==> config.mk <==
export PLATFORM = sky130hd
export DESIGN_NAME = spi_config_regs
export DESIGN_NICKNAME = d
export VERILOG_FILES = /design/src/rtl/spi_config_regs.sv
export SDC_FILE = /design/constraint.sdc
export NUM_CORES = 1
export LEC_CHECK = 0
export CORE_ASPECT_RATIO = 0.8
export CORE_UTILIZATION = 59
export DETAILED_ROUTE_END_ITERATION = 8
export GPL_ROUTABILITY_DRIVEN = 0
export PLACE_DENSITY = 0.81
export SLEW_MARGIN = 20
export SYNTH_ARGS = -nofsm -noshare
export SYNTH_HDL_FRONTEND = slang
export SYNTH_SLANG_ARGS = --single-unit
==> constraint.sdc <==
create_clock -name spi_clk -period 4.67 [get_ports spi_clk]
set_input_delay 1.401 -clock spi_clk [delete_from_list [all_inputs] [get_ports spi_clk]]
set_output_delay 1.401 -clock spi_clk [all_outputs]
set_load 0.01 [all_outputs]
==> src/rtl/spi_config_regs.sv <==
// spi_config_regs: SPI-addressed FM transmitter config registers with shadow/active commit
// Ports: spi_clk, rst (async, active-high), spi_csn (active-low frame), spi_mosi, spi_miso  - SPI mode 0 slave
//        usb_i2sn_pin, audio_chan_sel_pin, i2s_ws_align_pin, dith_disable_pin           - pin-level config
//        acc_inc, df_inc_coef, df_inc_fact, dac_ena, dith_fact                         - active NCO/FM/DAC config
//        usb_i2sn, audio_chan_sel, i2s_ws_align                                        - audio flags after pin override
module spi_config_regs #(
    parameter int N = 18,
    parameter int K = 4,
    parameter int L = 2,
    parameter int D = 5,
    parameter logic [7:0] ID = 8'hA5
) (
    input  logic         spi_clk,
    input  logic         rst,
    input  logic         spi_csn,
    input  logic         spi_mosi,
    output logic         spi_miso,
    input  logic         usb_i2sn_pin,
    input  logic         audio_chan_sel_pin,
    input  logic         i2s_ws_align_pin,
    input  logic         dith_disable_pin,
    output logic [N-1:0] acc_inc,
    output logic [K-1:0] df_inc_coef,
    output logic [L-1:0] df_inc_fact,
    output logic [D-1:0] dac_ena,
    output logic [2:0]   dith_fact,
    output logic         usb_i2sn,
    output logic         audio_chan_sel,
    output logic         i2s_ws_align
);
    localparam logic [23:0] ACC_MASK = 24'((64'd1 << N) - 64'd1);
    localparam logic [7:0]  CF_MASK  = 8'((16'd1 << (K + L)) - 16'd1);
    localparam logic [7:0]  DAC_MASK = 8'((16'd1 << D) - 16'd1);
    localparam logic [7:0]  COEF_RST = 8'((16'd1 << K) - 16'd1) & 8'd15;
    localparam logic [23:0] ACC_RST  = 24'h010000 & ACC_MASK;
    // Byte lanes 0..6 of the map; the lane mask keeps unimplemented bits at zero so they read back 0.
    localparam logic [6:0][7:0] MASK = {8'h0F, 8'h07, DAC_MASK, CF_MASK, ACC_MASK[23:16], 8'hFF, 8'hFF};
    localparam logic [6:0][7:0] RST  = {8'h00, 8'h02, DAC_MASK, COEF_RST, ACC_RST[23:16], ACC_RST[15:8], ACC_RST[7:0]};

    typedef enum logic {CMD, DATA} state_t;
    state_t state, state_n;
    logic frame_rst, is_rd, byte_end, wr_en, ovr;
    logic [2:0] bit_cnt;
    logic [6:0] sh, addr, rd_addr;
    logic [7:0] byte_in, rd_sr, rd_data;
    logic [6:0][7:0] shd, act;

    assign frame_rst = rst | spi_csn;
    assign byte_in   = {sh, spi_mosi};
    assign byte_end  = bit_cnt == 3'd7;
    assign wr_en     = state == DATA && !is_rd && byte_end;
    // The command byte reads the address it carries; each data byte prefetches the next address.
    assign rd_addr   = state == CMD ? byte_in[6:0] : addr + 7'd1;
    assign rd_data   = rd_addr < 7'd7 ? act[rd_addr[2:0]] : rd_addr == 7'd7 ? ID : 8'h00;

    always_comb begin
        state_n = state;
        if (state == CMD && byte_end) state_n = DATA;
    end

    always_ff @(posedge spi_clk or posedge frame_rst)
        if (frame_rst) begin
            state   <= CMD;
            bit_cnt <= 3'd0;
            sh      <= 7'd0;
            addr    <= 7'd0;
            is_rd   <= 1'b0;
            rd_sr   <= 8'd0;
        end else begin
            state   <= state_n;
            bit_cnt <= bit_cnt + 3'd1;
            sh      <= byte_in[6:0];
            rd_sr   <= byte_end ? rd_data : {rd_sr[6:0], 1'b0};
            if (byte_end) addr <= state == CMD ? byte_in[6:0] : addr + 7'd1;
            if (byte_end && state == CMD) is_rd <= byte_in[7];
        end

    always_ff @(negedge spi_clk or posedge frame_rst)
        if (frame_rst) spi_miso <= 1'b0;
        else spi_miso <= state == DATA && is_rd && rd_sr[7];

    // Commit copies every shadow lane at once so downstream fields change on a single edge.
    always_ff @(posedge spi_clk or posedge rst)
        if (rst) begin
            shd <= RST;
            act <= RST;
        end else if (wr_en && addr < 7'd7) shd[addr[2:0]] <= byte_in & MASK[addr[2:0]];
        else if (wr_en && addr == 7'h7F && byte_in[0]) act <= shd;

    assign ovr            = act[6][3];
    assign acc_inc        = N'({act[2], act[1], act[0]});
    assign df_inc_coef    = act[3][K-1:0];
    assign df_inc_fact    = act[3][K+L-1:K];
    assign dac_ena        = act[4][D-1:0];
    assign dith_fact      = !ovr && dith_disable_pin ? 3'd0 : act[5][2:0];
    assign usb_i2sn       = ovr ? act[6][0] : usb_i2sn_pin;
    assign audio_chan_sel = ovr ? act[6][1] : audio_chan_sel_pin;
    assign i2s_ws_align   = ovr ? act[6][2] : i2s_ws_align_pin;
endmodule

==> metrics.txt, run 1 <==
Seq/Total Area, Yosys 56.5%; Post-CTS Setup Inserts 0; number of I/O port buffers 43; Hold Fails Final Rpt 0; die width 117 um; Crit. Startpoint spi_miso; root buffer cell clkbuf_16; Synth area leader dfrtp_1; Cell Area, Synth 6240 sq um; vias in the first global route 3914; DP HPWL 8.62 mm; Seq pwr share 42.6%; PostCTS Resize Cnt 4; Core ar. 10300 sq um; critical path's slowest cell dfrtn_1; Int Power 2.26 mW; Boundary Pins 44; post-synthesis adder-cell area fraction 1.00%; EDFF count, synth 0; fin nets 510; Crit path max-delay family flip-flops; Slew Viols, Final 0; Max-cap violations 0; FF-to-FF path depth 6; hold endpoint bit_cnt[0]; mux contribution to synthesized area 20.9%; H-tree Lvls 4; worst hold start bit_cnt[0]; router iterations before antenna repair 5; Clk Latency, worst-skew pair 410 ps; async set-reset flop share out of synthesis 100%; Hold Crit Depth 1; peak fanout along the critical path 1; Hold Buf Count CTS 0; Inserted Clock Buffers 17; Final setup viols 0; DRT Wirelength 13.5 mm; GR Overflow Total 0; Main synth FF type dfrtp_1; post-synthesis simple-gate area fraction 8.17%; non-filler cells, final 650; clk_skew 20.6 ps; fill count 675; CP startpoint kind flip-flop; reg2reg end shd[18]; Reg clk slew, reported paths 60 ps; Post-synth top cells 117 x dfrtp_1, 103 x mux2_2, 29 x buf_4; CP Class flip-flop to output pin; yosys warns 0; switching share of power 25.8%; WP data arrival 3220 ps; Critical Path RT 3270 ps; status completed; share of cells above drive strength 1 35.5%; DR WL/cell 20.8 um; largest family of logic cells by synthesized area multiplexers; CP Capture Type output pin; Static Leak 3.39 nW; clk sinks 140; DR vias/cell 6.05; ANT nets after route 0; Combinational Power Share 9.5%; placed cells 618; # rows 33; ant diodes 0; Critical path buffers and inverters 1; vias after detailed routing 3934; Psw 785 uW; synth unique cells 52; syn avg cell area 12.9 sq um; reg2reg start bit_cnt[0]; post-synthesis compound-gate area fraction 6.97%; Cells after Synth 483; CTS Buffer Depth 2; number of remaining DRC errors 0; P&R area growth vs syn 15.7%; Slew HR 27.8%; All-Layer GR Usage 26.9%; Slowest Stage Delay on Critical Path 370 ps; crit-path cells buf_2; initial antenna violation count 0; total die area 11000 sq um; min-delay worst type flip-flop to flip-flop; Worst-Margin Slew 1070 ps; first-pass GRT wire length 21.3 mm; largest net degree at the start of global routing 58; r2r setup slk 1330 ps; Synth Register Bits 140; top cells by area, synth dfrtp_1 47%, mux2_2 19%, dfstp_2 9.3%; CTS tree built; Peak VDD IR 0.331 mV; Pwr Density 422 nW/um^2; Synth top area share 46.9%; Mapped Nets 496; initial core utilization 60.7%; XOR/XNOR share of the synthesized area 0.281%; final setup TNS 0 ps; cell with the most instances after synthesis dfrtp_1; DRT iter0 DRCs 324; RSZ-0062 raised after global routing false; Clock power frac 47.8%; Die Ht 94.0 um
[through the flow]
| stage | power (mW) | hold WS (ps) | worst slack, ps | area [sq um] | utilization, % |
|---|---|---|---|---|---|
| after floorplan | 1.50 | 380 | 168 | 6250 | - |
| after global placement | 1.58 | 411 | 40.5 | 6590 | 64.1 |
| after detailed placement | 1.59 | 412 | 31.1 | 6590 | 64.1 |
| after CTS | 3.05 | 426 | 41.2 | 7230 | 70.3 |
| after global routing | 3.14 | 452 | 30.5 | 7230 | 70.3 |
| final | 3.05 | 435 | 51.9 | 7230 | 70.3 |
[flip-flops by register name, summed over array words and instances (netlist names)]
register / count
df_inc_coef: 4
df_inc_fact: 2
act: 27
state: 1
is_rd: 1
rd_sr: 8
acc_inc: 18
spi_miso: 1
dac_ena: 5
shd: 56
bit_cnt: 3
addr: 7
sh: 7
[worst max-delay path by stage]
stage,cells past startpoint,end
final,1,spi_miso
after global routing,1,spi_miso
after CTS,1,spi_miso
after detailed placement,1,spi_miso
after global placement,1,spi_miso
after floorplan,1,spi_miso
[cells by family (layout without fill, tap and decap cells)]
family / Yosys count / in the layout
buffers and inverters: 66 / 93
XOR/XNOR: 2 / 2
multiplexers: 113 / 113
flip-flops: 140 / 140
AO/OA/AOI/OAI: 69 / 69
AND/OR/NAND/NOR: 88 / 88
adder cells (fa/ha/maj): 5 / 5
[power by group through the flow]
stage / Combinational, mW / Clock, mW / Sequential (mW)
3_5_place_dp: 0.276 / 0 / 1.32
6_report: 0.291 / 1.46 / 1.30
5_1_grt: 0.307 / 1.53 / 1.30
4_1_cts: 0.281 / 1.47 / 1.30
3_3_place_gp: 0.264 / 0 / 1.31
2_1_floorplan: 0.211 / 0 / 1.29
[final cells by class]
class | count | area [sq um] | area share (%)
Sequential cell | 140 | 3530 | 48.8
Multi-Input combinational cell | 277 | 2340 | 32.3
Timing Repair Buffer | 48 | 488 | 6.75
Clock buffer | 18 | 439 | 6.08
Clock inverter | 14 | 206 | 2.86
Tap cell | 140 | 175 | 2.42
Inverter | 13 | 51.3 | 0.710
[per-layer routing]
metal / vias to the layer above / global-route usage, % / part of all wire, %
met4: 0 / 10.7 / 2.2
met3: 30 / 7.61 / 6.0
met2: 160 / 41.3 / 47
met1: 2017 / 36.3 / 45
li1: 1727 / - / -
met5: - / 0 / 0
[placed cells by master, fill, tap and decap left out, types with 5 or more instances in the layout]
master,count
nor2b_1,7
o32ai_1,9
ha_1,5
and2_1,12
o22ai_1,7
clkdlybuf4s50_1,42
mux2_4,7
inv_1,12
dfstp_2,22
dfrtp_1,117
inv_6,5
a21oi_1,22
mux2_2,103
nand2_1,16
o21ai_0,17
nor2_1,7
nand3_1,18
clkbuf_16,17
Note: power is estimated with default switching activity, not from simulation.
==> run 2, diff against run 1 <==
CORE_UTILIZATION = 53   (was 59)
PLACE_DENSITY = 0.77   (was 0.81)
clock period = 4.15 ns   (was 4.67 ns; I/O delays follow)
==> run 2 against run 1 <==
Compared with the run above: the run now ends with negative setup slack left; power rose by 15%; combinational power up 5%; global-route usage down 2.7 points; clock power up 19%; worst setup slack got worse by 120 ps; cell count rose by 1.8%; critical path depth stayed put.
==> metrics.txt, run 2 (same netlist as run 1, synthesis figures left out) <==
Peak VDD IR 0.330 mV; share of cells above drive strength 1 35.8%; total die area 12200 sq um; Psw 826 uW; CP Class flip-flop to output pin; Inserted Clock Buffers 17; All-Layer GR Usage 24.2%; CTS tree built; RSZ-0062 raised after global routing true; max reg flops 56; clk sinks 140; commonest cells after routing, fill and taps aside 117 x dfrtp_1, 103 x mux2_2, 42 x clkdlybuf4s50_1; Pwr Density 481 nW/um^2; GR Overflow Total 0; Pwr Total 3.51 mW; status finished with violations; design area 7300 sq um; ant diodes 0; Critical Path RT 2900 ps; min-delay worst type flip-flop to flip-flop; Hold Crit Depth 1; Max-cap violations 0; Slew HR 28.6%; vias in the first global route 3956; number of I/O port buffers 43; violated checks negative setup slack; Static Leak 3.41 nW; Crit. path cell count 1; ANT nets after route 0; Int Power 2.68 mW; DR WL/cell 20.2 um; fin nets 515; Crit path max-delay family flip-flops; initial antenna violation count 0; Combinational Power Share 8.7%; die width 123 um; Critical path buffers and inverters 1; peak fanout along the critical path 1; hold_ws 424 ps; H-tree Lvls 4; DRT iter0 DRCs 341; Seq pwr share 41.5%; vias after detailed routing 3913; first-pass GRT wire length 21.6 mm; CP startpoint kind flip-flop; root buffer cell clkbuf_16; Final setup viols 1; Final WS setup -67.7 ps; crit-path cells buf_2; WP data arrival 2970 ps; switching share of power 23.5%; area of placed instances 6620 sq um; Die Ht 99.1 um; critical path's slowest cell dfrtn_1; Post-CTS Setup Inserts 0; CP Capture Type output pin; Core ar. 11500 sq um; Slew Viols, Final 0; Clk Latency, worst-skew pair 420 ps; CTS Buffer Depth 2; Worst-Margin Slew 1060 ps; router iterations before antenna repair 5; Boundary Pins 44; Slowest Stage Delay on Critical Path 380 ps; Hold Buf Count CTS 0; Clock power frac 49.7%; clk_skew 23.7 ps; largest net degree at the start of global routing 85; DRT Wirelength 13.4 mm; fill count 857; DP HPWL 8.53 mm; initial core utilization 54.2%; Largest Register shd; Hold Fails Final Rpt 0; DR vias/cell 5.91; P&R area growth vs syn 16.9%; Reg clk slew, reported paths 60 ps; FF-to-FF path depth 6; number of remaining DRC errors 0; # rows 35; commonest non-fill, non-tap cell in the layout dfrtp_1
-- run 2: final timing paths --
check	from	end	slack [ps]
max in group asynchronous	rst	spi_miso	830
min in group asynchronous	rst	act[42]	1330
setup reg to reg	addr[0]	rd_sr[6]	1180
setup / recovery	spi_miso	spi_miso	-70
hold reg to reg	bit_cnt[0]	bit_cnt[0]	420
hold / removal	bit_cnt[0]	bit_cnt[0]	420
-- run 2: repair_timing --
item                       CTS  global route
setup endpoints to repair    1             1
resized for setup            4             0
hold endpoints to repair     0             0
-- run 2: final cells by class --
class,instances,area [sq um],share of cell area [%]
multi-input cells,277,2340,32.0
repair buffers,53,513,7.03
clock inverters,10,211,2.90
flip-flops and latches,140,3530,48.4
well taps,148,185,2.54
clock buffers,21,470,6.44
inverters,13,52.6,0.720
-- run 2: per-stage QoR --
step	util (%)	TNS, ps	std cells	worst slack (ps)
4_1_cts	63.4	-74.8	662	-74.8
6_report	63.4	-67.7	662	-67.7
5_1_grt	63.4	-91.8	662	-91.8
3_3_place_gp	57.5	-68.9	631	-68.9
2_1_floorplan	-	0	483	64.3
3_5_place_dp	57.5	-82.3	631	-82.3
-- run 2: layer usage --
| layer | global-route usage [%] | share of wire [%] | routed length (um) | vias up |
|---|---|---|---|---|
| li1 | - | - | - | 1731 |
| met1 | 34.7 | 48 | 6360 | 2013 |
| met2 | 35.4 | 45 | 6060 | 140 |
| met3 | 5.73 | 5.3 | 710 | 29 |
| met4 | 9.64 | 1.8 | 236 | 0 |
| met5 | 0 | 0 | 0 | - |
-- run 2: power groups by stage --
stage,Combinational (mW),Sequential [mW],Clock [mW]
final,0.306,1.46,1.74
after global routing,0.338,1.46,1.83
after CTS,0.305,1.46,1.76
after detailed placement,0.302,1.48,0
after global placement,0.293,1.48,0
after floorplan,0.238,1.45,0
